--- src/rtl/pwm_pkg.sv ---
// Shared constants and helpers for the PWM audio path.
package pwm_pkg;

    localparam int SAMPLE_W = 16;
    localparam int PWM_BITS = 8;

    // Silence: a zero signed sample sits at the middle of the carrier range.
    localparam logic [SAMPLE_W-1:0] MIDSCALE   = 16'h0000;
    localparam logic [PWM_BITS-1:0] DUTY_RESET = 8'h80;

    // Signed sample to unsigned duty: flipping the sign bit turns two's
    // complement into offset binary; the top PWM_BITS of that become the duty.
    function automatic logic [PWM_BITS-1:0] sample_to_duty(input logic [SAMPLE_W-1:0] s);
        return {~s[SAMPLE_W-1], s[SAMPLE_W-2 -: PWM_BITS-1]};
    endfunction

endpackage

--- src/rtl/pwm_sample_fifo.sv ---
// Small sample buffer between the upstream loader and the sample timer.
// Flags are decoded from a registered occupancy count, so the ready signal
// seen upstream never depends combinationally on the write request.
module pwm_sample_fifo
    import pwm_pkg::*;
#(
    parameter int DEPTH = 4,
    parameter int W     = SAMPLE_W
) (
    input  logic         clk,
    input  logic         rst,
    input  logic         push,
    input  logic [W-1:0] wr_data,
    input  logic         pop,
    output logic [W-1:0] rd_data,
    output logic         full,
    output logic         empty
);

    // DEPTH is a power of two, so the pointers wrap naturally.
    localparam int AW = (DEPTH > 1) ? $clog2(DEPTH) : 1;
    localparam int CW = $clog2(DEPTH + 1);

    localparam logic [AW-1:0] PTR_ONE   = AW'(1);
    localparam logic [CW-1:0] CNT_ONE   = CW'(1);
    localparam logic [CW-1:0] CNT_FULL  = CW'(DEPTH);

    logic [W-1:0]  mem [DEPTH];
    logic [AW-1:0] wr_ptr_reg;
    logic [AW-1:0] wr_ptr_next;
    logic [AW-1:0] rd_ptr_reg;
    logic [AW-1:0] rd_ptr_next;
    logic [CW-1:0] count_reg;
    logic [CW-1:0] count_next;
    logic          push_ok;
    logic          pop_ok;

    assign full    = (count_reg == CNT_FULL);
    assign empty   = (count_reg == '0);
    assign push_ok = push & ~full;
    assign pop_ok  = pop & ~empty;

    // The buffer is only a few entries deep, so the head is read straight
    // from the register array; a pop takes effect in the same edge it is used.
    assign rd_data = mem[rd_ptr_reg];

    // Pointer and occupancy next-state; simultaneous push and pop keep the count.
    always_comb begin
        wr_ptr_next = wr_ptr_reg;
        rd_ptr_next = rd_ptr_reg;
        count_next  = count_reg;
        if (push_ok) begin
            wr_ptr_next = wr_ptr_reg + PTR_ONE;
        end
        if (pop_ok) begin
            rd_ptr_next = rd_ptr_reg + PTR_ONE;
        end
        case ({push_ok, pop_ok})
            2'b10:   count_next = count_reg + CNT_ONE;
            2'b01:   count_next = count_reg - CNT_ONE;
            default: count_next = count_reg;
        endcase
    end

    // Pointer and occupancy registers; reset discards everything buffered.
    always_ff @(posedge clk or posedge rst) begin
        if (rst) begin
            wr_ptr_reg <= '0;
            rd_ptr_reg <= '0;
            count_reg  <= '0;
        end else begin
            wr_ptr_reg <= wr_ptr_next;
            rd_ptr_reg <= rd_ptr_next;
            count_reg  <= count_next;
        end
    end

    // Storage write; contents need no reset because the pointers define validity.
    always_ff @(posedge clk) begin
        if (push_ok) begin
            mem[wr_ptr_reg] <= wr_data;
        end
    end

endmodule

--- src/rtl/pwm_generator.sv ---
// PWM audio player: buffers signed samples, releases one per sample period
// and renders it as an 8-bit pulse width on a free-running carrier.
module pwm_generator
    import pwm_pkg::*;
#(
    parameter int SAMPLE_DIV = 3125,
    parameter int FIFO_DEPTH = 4
) (
    input  logic                clk,
    input  logic                rst,
    input  logic                enable,
    input  logic [SAMPLE_W-1:0] sound,
    input  logic                sound_valid,
    output logic                sound_rdy,
    output logic                pwm_out,
    output logic                underrun
);

    localparam logic [15:0]         DIV_LAST = 16'(SAMPLE_DIV - 1);
    localparam logic [15:0]         DIV_ONE  = 16'd1;
    localparam logic [PWM_BITS-1:0] PWM_ONE  = PWM_BITS'(1);

    logic [15:0]         div_cnt_reg;
    logic [15:0]         div_cnt_next;
    logic                tick;
    logic [PWM_BITS-1:0] pwm_cnt_reg;
    logic [PWM_BITS-1:0] pwm_cnt_next;
    logic [SAMPLE_W-1:0] cur_sample_reg;
    logic [SAMPLE_W-1:0] cur_sample_next;
    logic [PWM_BITS-1:0] duty_reg;
    logic [PWM_BITS-1:0] duty_next;
    logic                pwm_out_reg;
    logic                pwm_out_next;
    logic                underrun_reg;
    logic                underrun_next;

    logic                fifo_push;
    logic                fifo_pop;
    logic                fifo_full;
    logic                fifo_empty;
    logic [SAMPLE_W-1:0] fifo_head;

    // Ready comes only from the registered occupancy, never from sound_valid.
    assign sound_rdy = ~fifo_full;
    assign fifo_push = sound_valid & sound_rdy;

    // A tick on an empty buffer is an underrun even if a push lands on the
    // same edge: that sample waits for the next tick rather than bypassing.
    assign tick      = enable & (div_cnt_reg == DIV_LAST);
    assign fifo_pop  = tick & ~fifo_empty;

    pwm_sample_fifo #(
        .DEPTH (FIFO_DEPTH),
        .W     (SAMPLE_W)
    ) u_fifo (
        .clk     (clk),
        .rst     (rst),
        .push    (fifo_push),
        .wr_data (sound),
        .pop     (fifo_pop),
        .rd_data (fifo_head),
        .full    (fifo_full),
        .empty   (fifo_empty)
    );

    // Sample timer next-state: counts 0..SAMPLE_DIV-1 while enabled, parked at 0 otherwise.
    always_comb begin
        div_cnt_next = '0;
        if (enable) begin
            div_cnt_next = tick ? '0 : div_cnt_reg + DIV_ONE;
        end
    end

    // Sample timer register.
    always_ff @(posedge clk or posedge rst) begin
        if (rst) begin
            div_cnt_reg <= '0;
        end else begin
            div_cnt_reg <= div_cnt_next;
        end
    end

    // Sample fetch next-state: take the buffer head on a tick, or fall back to silence.
    always_comb begin
        cur_sample_next = cur_sample_reg;
        underrun_next   = 1'b0;
        if (tick) begin
            if (!fifo_empty) begin
                cur_sample_next = fifo_head;
            end else begin
                cur_sample_next = MIDSCALE;
                underrun_next   = 1'b1;
            end
        end
    end

    // Current sample and underrun pulse registers.
    always_ff @(posedge clk or posedge rst) begin
        if (rst) begin
            cur_sample_reg <= MIDSCALE;
            underrun_reg   <= 1'b0;
        end else begin
            cur_sample_reg <= cur_sample_next;
            underrun_reg   <= underrun_next;
        end
    end

    // Carrier and comparator next-state; duty only reloads at the period end
    // so a pulse is never cut short or stretched mid-period.
    always_comb begin
        pwm_cnt_next = '0;
        duty_next    = duty_reg;
        pwm_out_next = 1'b0;
        if (enable) begin
            pwm_cnt_next = pwm_cnt_reg + PWM_ONE;
            pwm_out_next = (pwm_cnt_reg < duty_reg);
            if (pwm_cnt_reg == '1) begin
                duty_next = sample_to_duty(cur_sample_reg);
            end
        end
    end

    // Carrier counter, duty and registered PWM output.
    always_ff @(posedge clk or posedge rst) begin
        if (rst) begin
            pwm_cnt_reg <= '0;
            duty_reg    <= DUTY_RESET;
            pwm_out_reg <= 1'b0;
        end else begin
            pwm_cnt_reg <= pwm_cnt_next;
            duty_reg    <= duty_next;
            pwm_out_reg <= pwm_out_next;
        end
    end

    assign pwm_out  = pwm_out_reg;
    assign underrun = underrun_reg;

endmodule
--- config.mk ---
export PLATFORM = sky130hd
export DESIGN_NAME = pwm_generator
export DESIGN_NICKNAME = d
export VERILOG_FILES = /design/src/rtl/pwm_pkg.sv /design/src/rtl/pwm_sample_fifo.sv /design/src/rtl/pwm_generator.sv
export SDC_FILE = /design/constraint.sdc
export NUM_CORES = 1
export LEC_CHECK = 0
export ABC_AREA = 1
export CAP_MARGIN = 15
export CORE_MARGIN = 1.5
export CORE_UTILIZATION = 40
export CTS_CLUSTER_SIZE = 20
export DETAILED_ROUTE_END_ITERATION = 12
export PLACE_DENSITY = 0.61
export RECOVER_POWER = 100
export SYNTH_ARGS = -nofsm -noshare
export SYNTH_HDL_FRONTEND = slang
export SYNTH_HIERARCHICAL = 1
export SYNTH_SLANG_ARGS = --single-unit
--- constraint.sdc ---
create_clock -name clk -period 3.1 [get_ports clk]
set_clock_uncertainty 0.05 [all_clocks]
set_input_delay 0.465 -clock clk [delete_from_list [all_inputs] [get_ports clk]]
set_output_delay 0.465 -clock clk [all_outputs]
set_load 0.005 [all_outputs]
==> run summary, run 1 <==
The flow ran to the end, and the final reports show no timing, DRC or antenna violations. The total wire length after detailed routing is 6940 um. The clock tree from TritonCTS is built.

The starting density of the core is 41.3%. Among all stages on the critical path, the largest delay is contributed by dfrtp_1. The most critical setup path has its endpoint at u_fifo/count_reg[2]$_DFFE_PP0P_.

The via count of the first global-routing pass came out at 2614. The vertical extent of the die came out at 103 um. The number of antenna diodes in the final layout is 0. The worst setup path is of the reg2reg kind. The via-per-instance ratio is 4.55. Relative to the synthesized area, the layout overhead comes to 9.65%. The total of fill cells in the finished design came out at 979. The first-iteration detailed-routing DRC count is 89. Detailed placement ended at an HPWL of 4670 um. The final weighted congestion in routability-driven placement came out at 0.785. The die boundary width is 103 um. Setup repair after global routing left no endpoint under its margin. The routed length on met2 came out at 3240 um. Post-CTS timing repair inserted 0 buffers for setup.

Among cell families on the critical path, the largest total delay comes from simple AND/OR/NAND/NOR gates. The count of yosys warnings during synthesis is 6. The number of nets at the end of the flow is 497. In this run the worst setup path begins at div_cnt_reg[0]$_DFF_PP0_. The mean instance size in the synthesized netlist is 9.10 sq um. The clock drives 81 sinks. The path class of the tightest hold or removal check is reg2reg. The wire length on met3 came out at 220 um. The final routed DRC violation total is 0. The final hold violation count came out at 0. Entering global routing, the biggest net connects 43 pins. The number of gates resized after cts came out at 0. Summing over every cut layer, the via total after detailed routing is 2724. The worst hold path depth came out at 1. The highest net fanout along the worst path is 11.

On the worst path, the slowest cell contributes a delay of 0.42 ns. The number of flip-flops under the largest register name came out at 32. Clock-pin slew was measured on the worst setup and hold paths at 0.08 ns. The time the final worst path needs with I/O delays and setup is 2.52 ns.

The logic depth of the worst path, buffers included came out at 17. The initialized floorplan defines 36 standard-cell rows. The register-to-register setup slack came out at 0.58 ns.

The highest attainable clock frequency came out at 397 MHz. The total power divided by cell area is 550 nW/um^2. The synthesized netlist net count is 479.

The static leakage power is 2.05 nW. The number of input and output port buffers inserted came out at 14. In the final layout, flip-flops and latches occupy 2190 sq um. The critical path goes through inv_1 > ha_1 > nand2_1 > inv_1 > nand2_1 > nor2_2 > nand2_1 > nor2_8 > nand2_1 > inv_1 > ha_1 > inv_1 > fa_1 > nand2_1 > nand3_1 > nand2_1 > nand2_1. Counting stages on the worst path, the most repeated cell is nand2_1. In the final timing run, aggregate negative setup slack is 0 ns.

The worst register-to-register path begins at div_cnt_reg[0]$_DFF_PP0_. The final routed wire length divided by cell count came out at 11.6 um. The number of antenna violations at the first check in global routing was 0. The region available for standard cell placement spans 9770 sq um.

The wire length on met1 is 3400 um. The source-to-sink clock delay at the later pin of the worst-skew pair came out at 0.35 ns. The buffers plus inverters on the worst setup path is 4.

Cells with a size suffix above 1 make up 7.73% of the layout. The data arrival time at the worst-slack endpoint is 2.71 ns. The deepest clock path buffer count came out at 2. The first global-routing pass estimated 12100 um of wire. Of the available clock period, the critical path in the final layout requires 81.2%. The number of hold buffers added after cts came out at 0. The worst slew margin relative to its limit is 29.4%. The number of max-capacitance violations reported is 0. CTS built an H-tree with a depth of 3.

In this run the critical register-to-register path is captured at u_fifo/count_reg[2]$_DFFE_PP0P_. The transition time of the tightest slew-check pin is 1.06 ns. The tree is rooted in a clkbuf_8. The all-layer global routing usage is 14.9%.

The number of detailed-routing iterations run before antenna repair came out at 4. Once detail routing completed, the nets flagged for antenna violations numbered 0. The total overflow left after global routing is 0. The worst setup path is launched from a flop. The die area is 10700 sq um. The critical path data required time is 3.30 ns. The total I/O pin count came out at 23. The cell count of the worst reg-to-reg path is 17. The number of setup violations in the final report is 0. The tightest hold path in the finished design has a slack of 0.399 ns. The TritonCTS buffer count came out at 9.

The worst ir drop on vdd is 0.295 mV. The multi-input gate area in the final layout is 1400 sq um. After technology mapping, the gate count stands at 443.

The final count of pins violating max slew is 0. After synthesis the cells add up to 4030 sq um. The kind of capture point of the worst setup path is a flop. Routed signal wires occupy layers up through met4.
-- per-layer routing --
layer	up-vias	global-route usage, %
met2	34	24.3
met1	1256	19.0
li1	1427	-
met5	-	0
met3	7	4.10
met4	0	5.30
-- final cells by class --
class / count / area share, %
flip-flops and latches: 81 / 49.5
well taps: 133 / 3.76
clock buffers: 11 / 2.97
inverters: 82 / 6.96
multi-input cells: 266 / 31.7
clock inverters: 5 / 1.27
repair buffers: 21 / 3.79
-- report_power, final --
group	switching (W)	internal, W
logic	0.000254	0.000127
registers	0.0000514	0.00125
clock network	0.000377	0.000372
total	0.000682	0.00175
-- worst min-delay path by stage --
stage,start,endpoint,slack (ns)
floorplan,rst,u_fifo/count_reg[0]$_DFFE_PP0P_,0.22
global placement,cur_sample_reg[15]$_DFFE_PP0P_,duty_reg[7]$_DFFE_PP1P_,0.39
detailed placement,cur_sample_reg[15]$_DFFE_PP0P_,duty_reg[7]$_DFFE_PP1P_,0.39
CTS,rst,u_fifo/wr_ptr_reg[0]$_DFFE_PP0P_,0.35
global route,cur_sample_reg[15]$_DFFE_PP0P_,duty_reg[7]$_DFFE_PP1P_,0.43
finish,cur_sample_reg[15]$_DFFE_PP0P_,duty_reg[7]$_DFFE_PP1P_,0.40
-- cells in the final DEF (no fill, tap or decap), types with 2 or more instances in the layout --
cell type,count
nand2_1,121
inv_1,77
dfrtp_1,48
nor2_1,41
edfxtp_1,32
nand3_1,18
ha_1,15
dlygate4sd3_1,13
o211ai_1,13
o21ai_0,11
nand4_1,9
clkbuf_8,9
clkbuf_1,8
a21oi_1,6
inv_2,5
nor2_2,5
xor2_1,5
nand3_2,3
o21ai_1,3
o211ai_2,3
nand2_2,2
nor3_1,2
xnor2_1,2
nand3b_1,2
clkinv_2,2
-- stage by stage --
stage               total power (W)  worst slack (ns)  instance area (sq um)  std cells  util [%]
global route                0.00258             0.271                   4420        599      45.2
finish                      0.00243             0.582                   4420        599      45.2
global placement            0.00171             0.446                   4270        583      43.7
CTS                         0.00249             0.623                   4460        599      45.6
floorplan                   0.00159             0.835                   4030        443         -
detailed placement          0.00173             0.413                   4270        583      43.7
Power figures use the tool's default switching activity.
==> run 2, diff against run 1 <==
==> constraint.sdc (replaced) <==
create_clock -name clk -period 2.5 [get_ports clk]
set_clock_uncertainty 0.05 [all_clocks]
set_input_delay 0.375 -clock clk [delete_from_list [all_inputs] [get_ports clk]]
set_output_delay 0.375 -clock clk [all_outputs]
set_load 0.005 [all_outputs]
==> run 2 against run 1 <==
Against the previous run:
- sequential share of layout area is 0.25 points lower
- clock power is 26% higher
- critical endpoint unchanged
- critical path type unchanged
- highest routed layer unchanged
- cell area is 0.57% higher
- setup slack worse by 0.40 ns
- first-iteration DRC count is 22% higher
==> run summary, run 2 (synthesized netlist as in run 1, its figures left out) <==
The run finished with clean final reports. The register share of total power came out at 53.2%. The number of antenna repair diodes is 0. The total number of placement rows is 36. The most prevalent standard cell on the critical path is nand2_1. The detailed placement HPWL is 4900 um. The TritonCTS buffer count is 9. The worst setup path is launched from a flop.

The final hold violation count is 0. The total placed instance area came out at 4280 sq um. The number of detailed-routing iterations run before antenna repair came out at 4. The H-tree was split into 3 levels.

The worst slew margin relative to its limit came out at 33.2%. The static leakage power came out at 2.07 nW. The post-route clock period utilization came out at 92.5%. The later pin in the worst-skew pair is clocked with a latency of 0.35 ns. Setup repair after global routing left no endpoint under its margin.

The cell count after placement is 584. The total I/O pin count is 23. The critical path contains buffers and inverters numbering 4 combined. The number of clock sinks came out at 81. The worst setup path is captured at a flop. The total wire length after detailed routing came out at 7030 um. The first global-routing pass estimated 12000 um of wire. TritonCTS built the clock tree. The final standard cell area without fillers came out at 4450 sq um. The cell family contributing the most delay on the critical path is simple AND/OR/NAND/NOR gates. The class of the tightest hold or removal check is in2async.

The highest attainable clock frequency came out at 432 MHz. The first-iteration detailed-routing DRC count is 109. The time the final worst path needs with I/O delays and setup is 2.31 ns.

The all-layer global routing usage came out at 14.9%. The starting density of the core came out at 41.3%. The number of nets at the end of the flow is 499. Entering global routing, the biggest net connects 43 pins. The die covers 10700 sq um.

The logic depth of the worst path, buffers included is 17. At the end of routability-driven placement, the weighted congestion stood at 0.815. The via-per-instance ratio is 4.59. The number of input and output port buffers inserted came out at 14. Internal power comes to 0.00217 W. The buffer type at the clock tree root is clkbuf_8. The number of flip-flops under the largest register name came out at 32.

The clock power share is 31.2%. The delay contributed by the slowest stage of the critical path came out at 0.43 ns. Once layout is complete, the cells apart from fillers number 601. Of the cells placed in the final design, the portion with a size suffix greater than 1 is 8.55%. The cell count of the worst reg-to-reg path came out at 17. In this run the worst path has a maximum fanout of 4. The count of antenna-violating nets left after detailed routing came out at 0. Among all stages on the critical path, the largest delay is contributed by dfrtp_2.

The residual overflow from global routing is 0. The via count of the first global-routing pass is 2602. The worst setup path is of the reg2reg kind. After detailed routing, the number of remaining DRC violations is 0.

The analysis attributes to net switching a power of 0.000860 W. IR analysis of the VDD net gives a maximum drop of 0.413 mV. After detailed routing, the average wire length per cell comes to 11.7 um.

The top cell types in the final layout, fill and taps aside, are nand2_1 (120), inv_1 (76), dfrtp_1 (47), nor2_1 (41), edfxtp_1 (32). The area of the core is 9770 sq um. The deepest clock path buffer count came out at 2. The total power divided by cell area came out at 681 nW/um^2. The switching share of total power is 28.4%. At the pin with the least slew margin, the transition time is 1.00 ns.

The commonest non-fill, non-tap cell in the layout is nand2_1. The number of max-capacitance violations reported came out at 0. The number of setup violations in the final report came out at 0.

The number of antenna violations at the first check in global routing is 0. The synthesis-to-finish area growth came out at 10.3%. The total number of vias came out at 2761. The critical path data required time is 2.69 ns. The die boundary width is 103 um. The final count of pins violating max slew is 0. Of the total power, combinational logic draws 15.6%. Data on the critical path arrives at its endpoint at 2.51 ns. From bottom edge to top edge, the die measures 103 um.

Hold is met by 0.375 ns. The clock edge transition at the registers on the reported setup and hold paths came out at 0.08 ns. The critical path goes through inv_2 > ha_1 > nand2_1 > inv_1 > nand2_1 > nor2_2 > nand2_4 > nor2_8 > nand2_1 > inv_1 > ha_1 > inv_1 > fa_1 > nand2_1 > nand3_1 > nand2_1 > nand2_1.
run 2: worst paths after layout:
path | start | endpoint | slack [ns]
setup reg to reg | div_cnt_reg[0]$_DFF_PP0_ | u_fifo/count_reg[2]$_DFFE_PP0P_ | 0.19
min in group clk | cur_sample_reg[15]$_DFFE_PP0P_ | duty_reg[7]$_DFFE_PP1P_ | 0.42
setup / recovery | div_cnt_reg[0]$_DFF_PP0_ | u_fifo/count_reg[2]$_DFFE_PP0P_ | 0.19
hold reg to reg | cur_sample_reg[15]$_DFFE_PP0P_ | duty_reg[7]$_DFFE_PP1P_ | 0.42
hold / removal | rst | u_fifo/count_reg[2]$_DFFE_PP0P_ | 0.38
max in group asynchronous | rst | div_cnt_reg[0]$_DFF_PP0_ | 0.97
run 2: layout make-up:
type | count | area, sq um
fillers | 980 | 5330
clock inverters | 7 | 68.8
multi-input cells | 266 | 1410
flip-flops and latches | 81 | 2190
repair buffers | 23 | 179
inverters | 82 | 308
well taps | 133 | 166
clock buffers | 9 | 124
run 2: metrics by stage:
stage          total power (W)  setup TNS [ns]  setup slack (ns)  utilization (%)
2_1_floorplan          0.00197               0             0.235                -
3_3_place_gp           0.00212               0           0.00907             43.8
3_5_place_dp           0.00215         -0.0452           -0.0452             43.8
4_1_cts                0.00310               0            0.0839             45.7
5_1_grt                0.00321               0            0.0108             45.5
6_report               0.00303               0             0.187             45.5
run 2: worst reg2reg max path, cell delays in order, from the launching register on:
cell and delay (ns):
dfrtp_2 0.43, inv_2 0.08, ha_1 0.17, nand2_1 0.05, inv_1 0.04, nand2_1 0.05, nor2_2 0.12, nand2_4 0.09
nor2_8 0.08, nand2_1 0.07, inv_1 0.07, ha_1 0.16, inv_1 0.07, fa_1 0.37, nand2_1 0.10, nand3_1 0.08
nand2_1 0.07, nand2_1 0.05
run 2: routing by layer:
metal  vias to the layer above  wire length, um  GRT usage [%]
met4                         0              116           5.20
met1                      1281             3340           19.4
met2                        38             3330           24.2
li1                       1432                -              -
met3                        10              238           3.70
met5                         -                0              0
run 2: power by group through the flow:
stage                     Sequential, W  Clock [W]  Combinational, W
after floorplan                 0.00163          0          0.000338
after global placement          0.00164          0          0.000486
after detailed placement        0.00164          0          0.000506
after CTS                       0.00161   0.000974          0.000508
after global routing            0.00163    0.00103          0.000551
final                           0.00161   0.000944          0.000472
run 2: timing repair:
item / 4_1_cts / 5_1_grt
hold buffers: 0 / 0
gates resized for setup: 0 / 2
setup buffers: 0 / 1
setup endpoints to repair: 0 / 1
==> run 3, diff against run 2 <==
--- a/config.mk
+++ b/config.mk
@@ -7,11 +7,14 @@
 export LEC_CHECK = 0
 export ABC_AREA = 1
 export CAP_MARGIN = 15
+export CELL_PAD_IN_SITES_DETAIL_PLACEMENT = 0
+export CELL_PAD_IN_SITES_GLOBAL_PLACEMENT = 1
 export CORE_MARGIN = 1.5
 export CORE_UTILIZATION = 40
 export CTS_CLUSTER_SIZE = 20
 export DETAILED_ROUTE_END_ITERATION = 12
-export PLACE_DENSITY = 0.61
+export GPL_TIMING_DRIVEN = 0
+export PLACE_DENSITY = 0.72
 export RECOVER_POWER = 100
 export SYNTH_ARGS = -nofsm -noshare
 export SYNTH_HDL_FRONTEND = slang
==> constraint.sdc (replaced) <==
create_clock -name clk -period 2.5 [get_ports clk]
set_clock_uncertainty 0.05 [all_clocks]
set_input_delay 0.375 -clock clk [delete_from_list [all_inputs] [get_ports clk]]
set_output_delay 0.375 -clock clk [all_outputs]
set_load 0.1 [all_outputs]
==> run 3 against run 2 <==
Against the previous run:
- the run now ends with max-capacitance violations, max-slew violations left
- cell area increased by 2.1%
- wire length increased by 5.5%
- via count down 0.11%
- hold slack worse by 0.0030 ns
- core utilization is 0.95 points higher
- sequential share of layout area down 1.0 points
- combinational power up 11%
- fmax is 1.9% lower
- clock power down 5.0%
- final cell count rose by 1.8%
- clock-buffer cell count is 3 higher
- critical endpoint is now sound_rdy
==> run summary, run 3 (synthesized netlist as in run 1, its figures left out) <==
The run finished, with violations left. The checks that failed: max-capacitance violations, max-slew violations. The die area is 10700 sq um. Counting cells, the worst reg-to-reg path comes to 17. The transition time of the tightest slew-check pin came out at 1.61 ns. For this design the top-level I/O count stands at 23. Sequential cells burn 53.3% of the power. The first-iteration detailed-routing DRC count came out at 77. The highest net fanout along the worst path is 4. The number of hold buffers added after cts came out at 0. The filler cells instantiated in the layout total 999. The clock edge transition at the registers on the reported setup and hold paths is 0.09 ns. The path class of the tightest hold or removal check is in2async.

In this design, the critical path's most frequently occurring cell is inv_1. The wire length of the first global-routing pass came out at 13000 um. Summing over every cut layer, the via total after detailed routing is 2758. The global routing stage identified its most utilized layer as met2. The post-route clock period utilization is 94.3%. The synthesis-to-finish area growth is 12.6%. The HPWL after detailed placement is 5400 um. VDD sags by at most 0.325 mV. The via count of the first global-routing pass is 2823. Summed over all failing endpoints, the final setup total negative slack is 0 ns. The clock power share is 29.5%. The signal on the critical path passes through inv_2 > nand3_1 > inv_1 > inv_1 > dlygate4sd2_1. STA classifies the critical path endpoint as a primary output. The via-per-instance ratio came out at 4.51. Global routing used 26.5% of the available met2 tracks. In the layout the commonest cells are nand2_1 (119), inv_1 (74), dfrtp_1 (48), nor2_1 (41), edfxtp_1 (32). The static leakage power came out at 2.12 nW. The delay contributed by the slowest stage of the critical path came out at 0.84 ns.

The time the final worst path needs with I/O delays and setup came out at 2.36 ns. The all-layer global routing usage is 16.0%. Data on the critical path is required at its endpoint by 2.08 ns. In this run switching power makes up 30.1% of total power. Of the total power, combinational logic draws 17.2%. In the routed design, unresolved DRC markers number 0. The met1 global-route usage came out at 20.9%.

Hold is met by 0.372 ns. The tree is rooted in a clkbuf_8. The number of detailed-routing iterations run before antenna repair came out at 4. The number of nets at the end of the flow is 510. The maximum level of the CTS H-tree is 3. The worst slew margin relative to its limit is -7.35%. Global routing used 3.43% of the available met3 tracks. The highest attainable clock frequency came out at 424 MHz. The deepest clock path buffer count is 2. The critical path startpoint category is a flop. The final count of pins violating max slew is 43.

The clock tree from TritonCTS is built. The count of nets left with antenna violations once routing finished came out at 0. Summing all non-filler instances in the final layout gives an area of 4540 sq um.

The commonest non-fill, non-tap cell in the layout is nand2_1. In this run the cell area measured after placement is 4340 sq um. The worst setup slack after layout came out at 0.142 ns. The starting density of the core is 41.3%. The count of buffers added on input and output ports is 14. The final weighted congestion in routability-driven placement is 0.758.

The critical path class is reg2out. The number of setup violations in the final report came out at 0. The source-to-sink clock delay at the later pin of the worst-skew pair came out at 0.35 ns.

The die boundary width came out at 103 um. The number of clock sinks is 81. The switching power of the nets came out at 0.000915 W. The number of antenna violations at the first check in global routing is 0. The worst slack at placement came out at -0.360 ns. The number of max-capacitance violations reported came out at 1. The total power divided by cell area is 670 nW/um^2.

The TritonCTS buffer count is 9. The cell with the largest stage delay on the worst path is dlygate4sd2_1. Row generation in the floorplan step produced 36 rows. The number of antenna repair diodes came out at 0.

The final routed wire length divided by cell count is 12.1 um. The final hold violation count came out at 0. The residual overflow from global routing came out at 0.

The total power draw is 0.00304 W. Setup repair after global routing left no endpoint under its margin. The proportion of layout cells with a drive suffix above 1 is 11.5%. The cell-internal power is 0.00213 W. In this run the vertical extent of the chip is 103 um. The number of flip-flops under the largest register name is 32. STA puts the critical path data arrival time at 1.93 ns. In this run the standard cell core region covers 9770 sq um.

The total wire length after detailed routing is 7410 um. The maximum number of pins on one net before global-route repair is 43.
==> run 3: layout make-up <==
| class | count | area (sq um) | share of cell area, % |
|---|---|---|---|
| Buffer | 14 | 106 | 2.34 |
| Clock buffer | 12 | 156 | 3.45 |
| Clock inverter | 4 | 26.3 | 0.579 |
| Inverter | 82 | 308 | 6.78 |
| Multi-Input combinational cell | 266 | 1420 | 31.2 |
| Sequential cell | 81 | 2190 | 48.2 |
| Tap cell | 133 | 166 | 3.67 |
| Timing Repair Buffer | 20 | 173 | 3.80 |
==> run 3: worst max-delay path: cells and delay by family, from the launching register on <==
family | cells | cell delay [ns]
buffers and inverters | 4 | 1.04
flip-flops | 1 | 0.39
AND/OR/NAND/NOR | 1 | 0.15
==> run 3: routing by layer <==
layer / share of wire [%] / vias to the layer above
met1: 49 / 1281
met2: 47 / 21
met3: 2.2 / 6
met4: 1.1 / 0
li1: - / 1450
met5: 0 / -
==> run 3: worst paths after layout <==
path | from | end | slack, ns
max | u_fifo/count_reg[0]$_DFFE_PP0P_ | sound_rdy | 0.14
min | rst | u_fifo/rd_ptr_reg[1]$_DFFE_PP0P_ | 0.37
max reg2reg | div_cnt_reg[0]$_DFF_PP0_ | u_fifo/count_reg[2]$_DFFE_PP0P_ | 0.21
min reg2reg | cur_sample_reg[15]$_DFFE_PP0P_ | duty_reg[7]$_DFFE_PP1P_ | 0.41
max in group asynchronous | rst | div_cnt_reg[9]$_DFF_PP0_ | 0.51
min in group clk | cur_sample_reg[15]$_DFFE_PP0P_ | duty_reg[7]$_DFFE_PP1P_ | 0.41
==> run 3: per-stage QoR <==
stage,instances,util (%)
finish,612,46.4
global route,612,46.4
CTS,608,46.4
detailed placement,590,44.4
global placement,590,44.4
floorplan,443,-
==> run 3: power by group through the flow <==
stage	sequential, W	clock, W	combinational (W)
3_5_place_dp	0.00165	0	0.000529
6_report	0.00162	0.000897	0.000524
4_1_cts	0.00162	0.000925	0.000528
5_1_grt	0.00164	0.000991	0.000614
2_1_floorplan	0.00164	0	0.000380
3_3_place_gp	0.00164	0	0.000508
==> run 3: repair_timing <==
action                                  in CTS  in global routing
gates resized for setup                      1                  7
pin swaps                                    2                  4
endpoints found under the setup margin       2                  2
setup buffers                                2                  4
